`config.mk`:
```
export PLATFORM = sky130hd
export DESIGN_NAME = restador_serial_4b_flat
export DESIGN_NICKNAME = d
export VERILOG_FILES = /design/src/rtl/restador_serial_4b_if.sv /design/src/rtl/restador_serial_4b.sv /design/src/flat_wrapper.sv
export SDC_FILE = /design/constraint.sdc
export NUM_CORES = 1
export LEC_CHECK = 0
export CORE_UTILIZATION = 40
export DETAILED_ROUTE_END_ITERATION = 16
export PLACE_DENSITY = 0.74
export SLEW_MARGIN = 20
export SYNTH_ARGS = -nofsm -noshare
export SYNTH_HDL_FRONTEND = slang
export SYNTH_SLANG_ARGS = --single-unit
```
`constraint.sdc`:
```
create_clock -name clk -period 1.6 [get_ports clk]
set_clock_uncertainty 0.15 [all_clocks]
set_input_delay 0.32 -clock clk [delete_from_list [all_inputs] [get_ports clk]]
set_output_delay 0.32 -clock clk [all_outputs]
set_load 0.02 [all_outputs]
```
`src/rtl/restador_serial_4b_if.sv`:
```
// restador_serial_4b_if: start/busy/done handshake and operand/result bus of the serial subtractor.
// RESTADOR_OVF_EN adds the signed-overflow flag ovf.
interface restador_serial_4b_if #(parameter int WIDTH = 4);
   logic             start;
   logic [WIDTH-1:0] a;
   logic [WIDTH-1:0] b;
   logic             Bi;
   logic [WIDTH:0]   Y;
   logic             busy;
   logic             done;
`ifdef RESTADOR_OVF_EN
   logic             ovf;
`endif
   modport master(
      output start, a, b, Bi,
`ifdef RESTADOR_OVF_EN
      input ovf,
`endif
      input Y, busy, done
   );
   modport slave(
      input start, a, b, Bi,
`ifdef RESTADOR_OVF_EN
      output ovf,
`endif
      output Y, busy, done
   );
endinterface

```
`src/rtl/restador_serial_4b.sv`:
```
// restador_serial_4b: bit-serial a - b - Bi, LSB first, one difference/borrow cell, result {borrow, diff}.
// Optional RESTADOR_OVF_EN adds a two's-complement overflow flag latched with Y.
module restador_serial_4b #(
   parameter int WIDTH = 4
) (
   input logic               clk,
   input logic               rst,
   restador_serial_4b_if.slave bus
);
   localparam int CW = $clog2(WIDTH);
   typedef enum logic [1:0] {IDLE, SHIFT, DONE} state_t;
   state_t           state;
   logic [WIDTH-1:0] ra;
   logic [WIDTH-1:0] rb;
   logic [WIDTH-2:0] res;
   logic [CW-1:0]    cnt;
   logic             bor;
   logic             ai;
   logic             bi;
   logic             d;
   logic             bor_next;
   logic [WIDTH-1:0] res_n;
   always_comb begin
      ai       = ra[0];
      bi       = rb[0];
      d        = ai ^ bi ^ bor;
      bor_next = (~ai & bi) | (~(ai ^ bi) & bor);
      res_n    = {d, res};
   end
   always_ff @(posedge clk) begin
      if (rst) begin
         state    <= IDLE;
         ra       <= '0;
         rb       <= '0;
         res      <= '0;
         cnt      <= '0;
         bor      <= 1'b0;
         bus.Y    <= '0;
         bus.busy <= 1'b0;
         bus.done <= 1'b0;
`ifdef RESTADOR_OVF_EN
         bus.ovf  <= 1'b0;
`endif
      end else begin
         case (state)
            IDLE: if (bus.start) begin
               ra       <= bus.a;
               rb       <= bus.b;
               bor      <= bus.Bi;
               cnt      <= '0;
               bus.busy <= 1'b1;
               state    <= SHIFT;
            end
            SHIFT: begin
               ra  <= ra >> 1;
               rb  <= rb >> 1;
               bor <= bor_next;
               res <= res_n[WIDTH-1:1];
               cnt <= cnt + 1'b1;
               // the MSB step: the current cell sees the operand sign bits
               if (cnt == CW'(WIDTH - 1)) begin
                  bus.Y    <= {bor_next, res_n};
                  bus.done <= 1'b1;
`ifdef RESTADOR_OVF_EN
                  bus.ovf  <= (ai ^ bi) & (d ^ ai);
`endif
                  state    <= DONE;
               end
            end
            DONE: begin
               bus.done <= 1'b0;
               bus.busy <= 1'b0;
               state    <= IDLE;
            end
            default: state <= IDLE;
         endcase
      end
   end
endmodule

```
`src/flat_wrapper.sv`:
```
// flat-port wrapper written by rule: the top's interface ports become plain ports
module restador_serial_4b_flat 
#(
   parameter int WIDTH = 4
)
  (clk, rst, bus_start, bus_a, bus_b, bus_Bi, bus_Y, bus_busy, bus_done);
  restador_serial_4b_if #(.WIDTH(WIDTH)) bus_i ();
  input logic clk;
  input logic rst;
  input wire logic [$bits(bus_i.start)-1:0] bus_start;
  input wire logic [$bits(bus_i.a)-1:0] bus_a;
  input wire logic [$bits(bus_i.b)-1:0] bus_b;
  input wire logic [$bits(bus_i.Bi)-1:0] bus_Bi;
  output wire logic [$bits(bus_i.Y)-1:0] bus_Y;
  output wire logic [$bits(bus_i.busy)-1:0] bus_busy;
  output wire logic [$bits(bus_i.done)-1:0] bus_done;
  assign bus_i.start = bus_start;
  assign bus_i.a = bus_a;
  assign bus_i.b = bus_b;
  assign bus_i.Bi = bus_Bi;
  assign bus_Y = bus_i.Y;
  assign bus_busy = bus_i.busy;
  assign bus_done = bus_i.done;
  restador_serial_4b #(.WIDTH(WIDTH)) u_core (.clk(clk), .rst(rst), .bus(bus_i));
endmodule
```
# --- Word-level counts from Yosys, hierarchy flattened ---
# Cells that the tools add are included.
op_classes:
  bitwise_logic: 7
  add_sub_neg: 1
  reduce_logical: 9
  n_eq_ne: 5
  muxes: 15
op_table:
  columns: ["op", "n"]
  rows:
  - ["$pmux W4 S2", 2]
  - ["$reduce_and A2 Y1", 5]
  - ["$mux W4", 2]
  - ["$pmux W2 S2", 2]
  - ["$mux W2", 3]
  - ["$pmux W1 S2", 3]
  - ["$reduce_bool A2 Y1", 3]
  - ["$eq A2 B2 Y1 const B", 2]
  - ["$mux W1", 3]
  - ["$add A2 B1 Y2 const B", 1]
  - ["$and A1 B1 Y1", 2]
  - ["$eq A2 B1 Y1 const B", 1]
  - ["$logic_not A2 Y1", 1]
  - ["$ne A2 B1 Y1 const B", 1]
  - ["$ne A2 B2 Y1 const B", 1]
  - ["$not A1 Y1", 2]
  - ["$xor A1 B1 Y1", 2]
  - ["$or A1 B1 Y1", 1]
word_totals:
  ff_bits: 23
  wordCells: 46
  inputBits: 12
  output_inout_bits: 7

# --- Longest topological paths before layout ---
# Gate-level depths: netlist of the first run.
depth:
  ltp_word: 5
  ltp_mapped: 5
  mapped_depth_nobuf: 4

# --- Worst setup path after synthesis of the first run ---
# Ideal clock, no wire load.
synth_path:
  path_type: "register -> register"
  start: "register u_core.rb[0]"
  end: "register u_core.bor"
  slack_ns: 0.255
  n_path_buf: 0
  t_required_ns: 1.347
  setup_time_ns: 0.103
  period_less_slack_ns: 1.345
  arrival_time_ns: 1.092
  path_stages_with_launch: 4
  path_cell_list: "dfxtp_1 -> inv_1 -> fa_1 -> a2111oi_2"
synth_between:
  elab_chain_len: 5
  elab_cells_between_ends: 6
  cone_classes: "1 x mux; 5 x bitwise"
synth_lines:
  columns: ["item", "line_no", "source"]
  rows:
  - ["start, declared", "restador_serial_4b.sv:14", "logic [WIDTH-1:0] rb;"]
  - ["start signal, assigned", "restador_serial_4b.sv:48", "rb <= bus.b;"]
  - ["start signal, assigned", "restador_serial_4b.sv:56", "rb <= rb >> 1;"]
  - ["$xor A1 B1 Y1", "restador_serial_4b.sv:27", "bor_next = (~ai & bi) | (~(ai ^ bi) & bor);"]
  - ["$not A1 Y1", "restador_serial_4b.sv:27", null]
  - ["$and A1 B1 Y1", "restador_serial_4b.sv:27", null]
  - ["$or A1 B1 Y1 (*)", "restador_serial_4b.sv:27", null]
  - ["$pmux W1 S2 (*)", "restador_serial_4b.sv:45", "case (state)"]
  - ["end signal, assigned", "restador_serial_4b.sv:49", "bor <= bus.Bi;"]
  - ["end signal, assigned", "restador_serial_4b.sv:57", "bor <= bor_next;"]
  - ["end, declared", "restador_serial_4b.sv:17", "logic bor;"]
# Every way passes the cells marked *; elsewhere a longest branch is shown, timed or not.
# A chain may end at the register's enable or synchronous reset.

# --- Worst setup path after layout of the first run ---
layout_path:
  start: "register u_core.bus.busy"
  end: "output port bus_busy"
layout_rtl:
  columns: ["item", "line_no", "source"]
  rows:
  - ["start, declared", "restador_serial_4b_if.sv:26", "output Y, busy, done"]
  - ["start signal, assigned", "restador_serial_4b.sv:39", "bus.busy <= 1'b0;"]
  - ["start signal, assigned", "restador_serial_4b.sv:51", "bus.busy <= 1'b1;"]
  - ["start signal, assigned", "restador_serial_4b.sv:72", "bus.busy <= 1'b0;"]
  - ["end, declared", "flat_wrapper.sv:15", "output wire logic [$bits(bus_i.busy)-1:0] bus_busy;"]
# No word-level cell between the ends.

==> results of run 1 <==
==> worst min-delay path, stage by stage, from the launching register on <==
cell	delay, ns
dfxtp_1	0.33
nand2_1	0.05
a21oi_1	0.05
==> repair_timing <==
action	4_1_cts	5_1_grt
pin swaps	0	0
endpoints found under the setup margin	7	1
buffers inserted	0	1
gates resized for setup	7	0
hold endpoints to repair	0	0
==> synth_stat cells, types with 2 or more instances <==
library cell	instances
nand2_1	4
a211oi_1	2
clkbuf_1	2
nor2_1	11
inv_1	4
nand3_1	4
a211oi_2	6
mux2i_1	10
nor2_2	4
a22oi_1	3
dfxtp_1	23
a21oi_1	7
==> final timing paths <==
check | endpoint | slack, ns
worst max-delay path | bus_busy | 0.11
worst min-delay path | u_core.bus.Y[1]$_SDFFE_PP0P_ | 0.31
worst max register to register | u_core.bor$_SDFFE_PP0P_ | 0.15
worst min register to register | u_core.bus.Y[1]$_SDFFE_PP0P_ | 0.31
==> sequential cells by signal, summed over array words and instances, names as in the netlist <==
signal           flops
u_core.bus.Y         5
u_core.ra            4
u_core.rb            4
u_core.res           3
u_core.cnt           2
u_core.state         2
u_core.bor           1
u_core.bus.busy      1
u_core.bus.done      1
==> power groups by stage <==
stage	clock network (mW)	registers (mW)	logic (mW)
floorplan	0	0.633	0.120
global route	0.299	0.626	0.205
CTS	0.280	0.622	0.185
global placement	0	0.635	0.181
detailed placement	0	0.635	0.185
finish	0.267	0.622	0.187
==> through the flow <==
stage | util | TNS, ns
2_1_floorplan | - | 0
3_3_place_gp | 0.545 | -0.137
3_5_place_dp | 0.545 | -0.258
4_1_cts | 0.553 | 0
5_1_grt | 0.556 | 0
6_report | 0.556 | 0
==> cell type report <==
class	count	share of cell area
Clock buffer	3	0.0178
Clock inverter	1	0.00395
Inverter	4	0.0119
Multi-Input combinational cell	62	0.373
Sequential cell	23	0.364
Tap cell	28	0.0277
Timing Repair Buffer	26	0.203
==> cell families (layout without fill, tap and decap cells) <==
logic type	after synthesis	count (layout)	share of synthesized area
buffers and inverters	10	34	0.0652
DFF	23	23	0.462
and+or+nand+nor	27	27	0.139
AOI/OAI and AO/OA	23	23	0.201
muxes	10	10	0.100
adders and majority gates	2	2	0.0326
==> per-layer routing <==
layer / track usage / wire, um / share of wire / vias to the layer above
met5: 0 / 0 / 0 / -
met4: 0.108 / 50 / 0.028 / 0
met3: 0.0439 / 78 / 0.043 / 4
met2: 0.256 / 855 / 0.47 / 16
met1: 0.197 / 822 / 0.46 / 359
li1: - / - / - / 381
==> out/qor.yml, run 1 <==
grt_max_degree: 24
grt_pass1_vias: 730
wl_per_cell_um: 12.3
peakVddDrop_v: 0.000580
design.die.area_um2: 2700
ys_seq_elements: 23
syn_nets: 109
finalInstanceArea_um2: 1270
ant_nets: 0
fin_cells: 147
dp.cells: 142
synth_top_area_frac: 0.462
multi_input_area_um2: 472
num_rows: 17
worstPathCellList: "dlygate4sd2_1"
switching_power_mw: 0.277
die-width_um: 51.9
pwr-share-comb: 0.174
worstPathArrival_ns: 1.02
dp_slack_ns: -0.0636
async_flop_share: 0
antenna_cells: 0
start_util: 0.438
area_growth_syn_to_layout_pct: 27.0
drv_cap: 0
status: "finished, final reports clean"
critPathMaxStageDelay_ns: 0.36
holdPathStages: 2
drtIter0Drc: 16
fillers: 189
cts.sinks: 23
regArea_um2: 460
num-nets-final: 134
root_buffer: "clkbuf_4"
final-setup-viol-count: 0
antenna_found_initial: 0
max_freq_mhz: 670
p_leak_nw: 0.507
gr-total-overflow: 0
drive_above_1_share: 0.210
io_buffers: 18
clk_path_buf_depth: 2
core_um2: 2280
intPower_mw: 0.799
hold_buffers: 0
critical_path_class: "register to output pin"
min_from: "u_core.bus.Y[1]$_SDFFE_PP0P_"
p_sw_frac: 0.257
hold_path.class: "register to register"
die-height_um: 51.9
crit_path_start: "u_core.bus.busy$_SDFFE_PP0P_"
seq_power_share: 0.578
dr.pass1.iters: 4
slowest_stage: "dfxtp_1"
synth_edf_count: 0
worst-path-stages: 1
clk_pin_slew_ns: 0.12
cts_max_level: 1
drv_slew: 0
hold_viol_final: 0
finalCritPeriodShare: 0.933
insertion_delay_ns: 0.32
pwr_density_cell_nw_per_um2: 849
grt_setup_unrepaired: "false"
most-common-layout-cells: "dfxtp_1, nor2_1, clkdlybuf4s50_1"
route.detailed.drc: 0
start_kind: "register"
ys_types: 27
tightest_slew_ns: 0.368
grt_usage: 0.165
dp_hpwl_mm: 1.29
ios: 19
cp_max_fo: 2
ys.flop_type: "dfxtp_1"
total_power_mw: 1.08
required_ns: 1.13
cts_buffers: 3
yosysTopAreaCell: "dfxtp_1"
power.clock.fraction: 0.248
globalplace.congestion: 0.766
grt_pass1_wl_mm: 3.14
min_period_ns: 1.49
ys_seq_area_frac: 0.462
ff2ff_path_depth: 3
netlist_instances: 95
drt_wl_total_mm: 1.81
vias: 760
avgSynthCellArea_um2: 10.5
end_kind: "output pin"
synth_area_um2: 997
dpl_cell_area_um2: 1240
timing.rr.start: "u_core.rb[0]$_SDFFE_PP0P_"
maxSlewHeadroom: 0.751
synth_area_leaders: "dfxtp_1, mux2i_1, a211oi_2, nor2_1, a21oi_1"
vias_per_cell: 5.17
cts_tree: "yes"
layout_setup_ws_ns: 0.107
whs_ns: 0.315
crit_buf_inv: 1
cpLargestDelayFamily: "flip-flops"
yosysWarnings: 0
layout_commonest_cell: "dfxtp_1"
Power figures use the tool's default switching activity.
==> inputs of run 2 (changes only) <==
- ABC_AREA: unset -> 1
==> out/qor.yml, run 2 <==
status: "finished, final reports clean"  # unchanged
largest-register: "u_core.bus.Y"  # unchanged
fillers: 217  # was 189
max_freq_mhz: 679  # was 670 MHz
route.detailed.drc: 0  # unchanged
synth-compound-area-share: 0.127  # was 0.201
critical_path_class: "register to output pin"  # unchanged
min_from: "u_core.cnt[1]$_SDFFE_PP0P_"  # was u_core.bus.Y[1]$_SDFFE_PP0P_
worstPathArrival_ns: 1.00  # was 1.02 ns
largestRegisters: "u_core.bus.Y (5), u_core.ra (4), u_core.rb (4)"  # unchanged
slowest_stage: "dfxtp_1"  # unchanged
synth.most_common_cell: "nand2_1"  # was dfxtp_1
ant_nets: 0  # unchanged
use_met1: 0.174  # was 0.197
grt_usage: 0.168  # was 0.165
grt_pass1_wl_mm: 3.40  # was 3.14 mm
syn_nets: 151  # was 109
ys_seq_area_frac: 0.454  # was 0.462
yosysTopAreaCell: "dfxtp_1"  # unchanged
gr-total-overflow: 0  # unchanged
num_rows: 17  # unchanged
die-height_um: 52.4  # was 51.9 um
drv_cap: 0  # unchanged
final-setup-viol-count: 0  # unchanged
start_kind: "register"  # unchanged
hold_end: "u_core.cnt[1]$_SDFFE_PP0P_"  # was u_core.bus.Y[1]$_SDFFE_PP0P_
antenna_cells: 0  # unchanged
timing.rr.start: "u_core.rb[0]$_SDFFE_PP0P_"  # unchanged
hold_viol_final: 0  # unchanged
most-common-layout-cells: "nand2_1, nor2_1, dfxtp_1"  # was dfxtp_1, nor2_1, clkdlybuf4s50_1
dp_hpwl_mm: 1.56  # was 1.29 mm
largest_register_ffs: 5  # unchanged
drtIter0Drc: 13  # was 16
num-nets-final: 178  # was 134
drv_slew: 0  # unchanged
layout_commonest_cell: "nand2_1"  # was dfxtp_1
synthSimpleGateAreaFrac: 0.301  # was 0.139
multi_input_area_um2: 467  # was 472 um2
clk_pin_slew_ns: 0.12  # about the same
peakVddDrop_v: 0.000554  # was 0.000580 V
grt_pass1_vias: 862  # was 730
post-route-util: 0.565  # was 0.556
cp_max_fo: 2  # unchanged
insertion_delay_ns: 0.31  # was 0.32 ns
ys.flop_type: "dfxtp_1"  # unchanged
pwr_density_cell_nw_per_um2: 847  # was 849 nW/um2
start_util: 0.442  # was 0.438
ios: 19  # unchanged
synth_xor_area_frac: 0  # unchanged
core_um2: 2300  # was 2280 um2
netlist_instances: 137  # was 95
avgSynthCellArea_um2: 7.41  # was 10.5 um2
tns_ns: 0  # unchanged
async_flop_share: 0  # unchanged
critPathMaxStageDelay_ns: 0.35  # was 0.36 ns
io_buffers: 18  # unchanged
clk_path_buf_depth: 2  # unchanged
dr.pass1.iters: 4  # unchanged
maxSlewHeadroom: 0.833  # was 0.751
hold_path.class: "register to register"  # unchanged
design.die.area_um2: 2740  # was 2700 um2
holdPathStages: 2  # unchanged
cts_tree: "yes"  # unchanged
drive_above_1_share: 0.135  # was 0.210
cpLargestDelayFamily: "flip-flops"  # unchanged
synthMuxAreaShare: 0  # was 0.100
timing.rr.end: "u_core.bor$_SDFFE_PP0P_"  # unchanged
worstPathCellList: "dlygate4sd2_1"  # unchanged
ys_top_cells_by_count: "nand2_1, nor2_1, dfxtp_1"  # was dfxtp_1, nor2_1, mux2i_1
regArea_um2: 460  # unchanged
cts_buffers: 3  # unchanged
tightest_slew_ns: 0.248  # was 0.368 ns
yosysWarnings: 0  # unchanged
r2r_slack_ns: 0.25  # was 0.15 ns
synth_top_area_frac: 0.454  # was 0.462
finalCritPeriodShare: 0.920  # was 0.933
antenna_found_initial: 0  # unchanged
end_kind: "output pin"  # unchanged
crit_buf_inv: 1  # unchanged
grtUsageMet3: 0.0551  # was 0.0439
required_ns: 1.13  # about the same
synth_area_leaders: "dfxtp_1, nand2_1, nor2_1, inv_1, o21ai_0"  # was dfxtp_1, mux2i_1, a211oi_2, nor2_1, a21oi_1
worst-path-stages: 1  # unchanged
min_period_ns: 1.47  # was 1.49 ns
synth_area_um2: 1010  # was 997 um2
drt_wl_total_mm: 1.98  # was 1.81 mm
root_buffer: "clkbuf_4"  # unchanged
vias_per_cell: 4.65  # was 5.17
die-width_um: 52.4  # was 51.9 um
grt_setup_unrepaired: "false"  # unchanged
globalplace.congestion: 0.717  # was 0.766
yosys.area_share.adder: 0.0321  # was 0.0326
ys_types: 18  # was 27
ys_seq_elements: 23  # unchanged
wl_per_cell_um: 10.4  # was 12.3 um
use_met2: 0.310  # was 0.256
synth_top_family_by_area: "simple AND/OR/NAND/NOR gates"  # was compound AO/OA/AOI/OAI gates
synth_edf_count: 0  # unchanged
cts.sinks: 23  # unchanged
area_growth_syn_to_layout_pct: 27.9  # was 27.0%
grt_max_degree: 17  # was 24
vias: 889  # was 760
p_leak_nw: 0.621  # was 0.507 nW
ff2ff_path_depth: 7  # was 3
busiest_layer: "met2"  # unchanged
cts_max_level: 1  # unchanged
==> run 2: cell types whose count changed in the layout (fill, tap and decap cells not counted), moves of 6 or more <==
cell | previous run | this run
nand2_1 | 4 | 33
nor2_1 | 11 | 32
inv_1 | 4 | 14
o21ai_0 | 1 | 9
mux2i_1 | 10 | 0
a211oi_2 | 6 | 0
==> run 2: worst max path at each step <==
stage | end | slack (ns) | from
6_report | bus_done | 0.13 | u_core.bus.done$_SDFFE_PP0P_
5_1_grt | bus_busy | 0.08 | u_core.bus.busy$_SDFFE_PP0P_
4_1_cts | bus_busy | 0.12 | u_core.bus.busy$_SDFFE_PP0P_
3_5_place_dp | u_core.rb[3]$_SDFFE_PP0P_ | 0.02 | bus_start
3_3_place_gp | u_core.rb[3]$_SDFFE_PP0P_ | 0.06 | bus_start
2_1_floorplan | u_core.res[2]$_SDFFE_PP0P_ | 0.32 | u_core.rb[0]$_SDFFE_PP0P_
==> run 2: repair_timing <==
action,CTS,global route
buffers inserted,0,0
hold buffers,0,0
endpoints found under the setup margin,7,0
resized for setup,7,0
==> run 2: layout make-up <==
class,count,share of cell area
multi-input cells,95,0.360
clock buffers,4,0.0203
flip-flops and latches,23,0.355
inverters,16,0.0463
well taps,28,0.0270
repair buffers,25,0.192
==> run 2: metrics by stage <==
| step | hold slack [ns] | area (um2) | worst slack [ns] | instances | power [mW] |
|---|---|---|---|---|---|
| after floorplan | 0.239 | 1010 | 0.319 | 137 | 0.764 |
| after detailed placement | 0.306 | 1280 | 0.0223 | 187 | 0.849 |
| after global placement | 0.297 | 1280 | 0.0563 | 187 | 0.837 |
| final | 0.319 | 1300 | 0.128 | 191 | 1.10 |
| after CTS | 0.324 | 1300 | 0.117 | 191 | 1.11 |
| after global routing | 0.345 | 1300 | 0.0782 | 191 | 1.16 |
==> run 2: where the power goes <==
group	switching [mW]	total (mW)	internal, mW	leakage [nW]
Sequential	0.0164	0.622	0.605	0.189
Clock	0.171	0.269	0.0974	0.0150
Combinational	0.110	0.209	0.0982	0.417
==> run 2: cell families after synthesis <==
logic type	count (synthesis)
fa+ha+maj	2
flops	23
simple gates	73
buf+inv	19
compound gates	20
==> run 2: metal layers <==
metal,vias to the layer above,wire length (um)
met1,404,855
li1,469,-
met2,14,1050
met5,-,0
met4,0,14
met3,2,62
==> inputs of run 3 (changes only) <==
- CELL_PAD_IN_SITES_DETAIL_PLACEMENT: unset -> 1
- CELL_PAD_IN_SITES_GLOBAL_PLACEMENT: unset -> 1
- CORE_ASPECT_RATIO: unset -> 0.5
- CORE_UTILIZATION: 40 -> 36
- GPL_TIMING_DRIVEN: unset -> 0
- PLACE_DENSITY: 0.74 -> 0.87
==> out/qor.yml, run 3 (synthesized netlist as in run 2, its figures left out) <==
status: "finished, final reports clean"  # unchanged
worstPathArrival_ns: 1.55  # was 1.00 ns
timing.rr.start: "u_core.rb[0]$_SDFFE_PP0P_"  # unchanged
insertion_delay_ns: 0.26  # was 0.31 ns
grt_max_degree: 13  # was 17
grt_pass1_wl_mm: 3.68  # was 3.40 mm
vias_per_cell: 4.52  # was 4.65
cts_max_level: 1  # unchanged
drive_above_1_share: 0.113  # was 0.135
final-setup-viol-count: 0  # unchanged
top_layer: "met4"  # unchanged
drv_slew: 0  # unchanged
post-route-util: 0.485  # was 0.565
cts.sinks: 23  # unchanged
multi_input_area_um2: 467  # unchanged
ff2ff_path_depth: 7  # unchanged
num-nets-final: 174  # was 178
p_leak_nw: 0.602  # was 0.621 nW
dr_wl_met2_mm: 1.04  # was 1.05 mm
area_growth_syn_to_layout_pct: 25.9  # was 27.9%
antenna_cells: 0  # unchanged
gr-total-overflow: 0  # unchanged
largestRegisters: "u_core.bus.Y (5), u_core.ra (4), u_core.rb (4)"  # unchanged
root_buffer: "clkbuf_8"  # was clkbuf_4
die-height_um: 39.5  # was 52.4 um
globalplace.congestion: 0.698  # was 0.717
largest-register: "u_core.bus.Y"  # unchanged
end_kind: "register"  # was output pin
critical_path_class: "input port to register"  # was register to output pin
core_um2: 2640  # was 2300 um2
min_period_ns: 1.50  # was 1.47 ns
holdPathStages: 2  # unchanged
drt_wl_total_mm: 2.19  # was 1.98 mm
max_freq_mhz: 668  # was 679 MHz
num_rows: 13  # was 17
antenna_found_initial: 0  # unchanged
fin_cells: 196  # was 191
drtIter0Drc: 17  # was 13
dp_slack_ns: -0.193  # was 0.0223 ns
dpl_cell_area_um2: 1240  # was 1280 um2
fillers: 349  # was 217
required_ns: 1.65  # was 1.13 ns
die-width_um: 77.1  # was 52.4 um
clk_path_buf_depth: 2  # unchanged
clk_pin_slew_ns: 0.08  # was 0.12 ns
wl_met1_mm: 1.08  # was 855 um
ant_nets: 0  # unchanged
pwr_density_cell_nw_per_um2: 921  # was 847 nW/um2
post_cts_buffers: 0  # unchanged
min_from: "u_core.rb[3]$_SDFFE_PP0P_"  # was u_core.cnt[1]$_SDFFE_PP0P_
cts_buffers: 3  # unchanged
cp_max_fo: 10  # was 2
grt_usage: 0.167  # was 0.168
maxSlewHeadroom: 0.799  # was 0.833
finalInstanceArea_um2: 1280  # was 1300 um2
regArea_um2: 460  # unchanged
largest_register_ffs: 5  # unchanged
layout_commonest_cell: "nand2_1"  # unchanged
design.die.area_um2: 3050  # was 2740 um2
finalCritPeriodShare: 0.935  # was 0.920
crit_path_start: "rst"  # was u_core.bus.done$_SDFFE_PP0P_
hold_viol_final: 0  # unchanged
dp.cells: 192  # was 187
ios: 19  # unchanged
hold_path.class: "register to register"  # unchanged
most-common-layout-cells: "nand2_1, nor2_1, dfxtp_1"  # unchanged
start_util: 0.385  # was 0.442
dr.pass1.iters: 4  # unchanged
io_buffers: 18  # unchanged
route.detailed.drc: 0  # unchanged
wl_met3_um: 61  # was 62 um
start_kind: "input port"  # was register
grt_pass1_vias: 828  # was 862
cts_tree: "yes"  # unchanged
peakVddDrop_v: 0.000324  # was 0.000554 V
wl_per_cell_um: 11.2  # was 10.4 um
dp_hpwl_mm: 1.70  # was 1.56 mm
vias: 886  # was 889
drv_cap: 0  # unchanged
grt_setup_unrepaired: "false"  # unchanged
layout_setup_ws_ns: 0.104  # was 0.128 ns
hold_buffers: 0  # unchanged
tightest_slew_ns: 0.301  # was 0.248 ns
[run 3: changes by cell type in the layout (fill, tap and decap cells not counted), sizes merged]
cell / before / now
buf: 7 / 3
[run 3: worst paths after layout]
path                                      to  slack, ns
setup / recovery  u_core.res[0]$_SDFFE_PP0P_       0.10
hold / removal     u_core.rb[3]$_SDFFE_PP0P_       0.32
setup reg to reg     u_core.bor$_SDFFE_PP0P_       0.25
hold reg to reg    u_core.rb[3]$_SDFFE_PP0P_       0.32
[run 3: critical path, stage by stage]
cell and delay (ns):
clkdlybuf4s50_1 0.51, inv_1 0.25, buf_2 0.27, o21ai_0 0.11
nor2_1 0.09
[run 3: what timing repair did]
| action | CTS | global route |
|---|---|---|
| setup endpoints to repair | 7 | 0 |
| gates resized for setup | 7 | 0 |
| endpoints found under the hold margin | 0 | 0 |
[run 3: per-stage QoR]
step                setup TNS, ns  hold slack, ns  total power, mW
floorplan                       0           0.239            0.764
global placement            -1.63           0.304            0.826
detailed placement          -2.19           0.310            0.837
CTS                             0           0.323             1.20
global route                    0           0.346             1.25
finish                          0           0.320             1.18
[run 3: where the power goes]
part	internal [mW]	switching, mW	leakage, nW
Combinational	0.0849	0.109	0.391
Clock	0.178	0.179	0.0228
Sequential	0.605	0.0203	0.189
[run 3: area by class of cell]
cell class,instances,area share
multi-input cells,95,0.365
flip-flops and latches,23,0.360
inverters,16,0.0470
plain buffers,3,0.0215
clock buffers,4,0.0353
repair buffers,18,0.134
well taps,37,0.0362
[run 3: per-layer routing]
layer	vias up	track usage
li1	465	-
met1	407	0.198
met2	12	0.299
met5	-	0
met3	2	0.0488
met4	0	0.0660
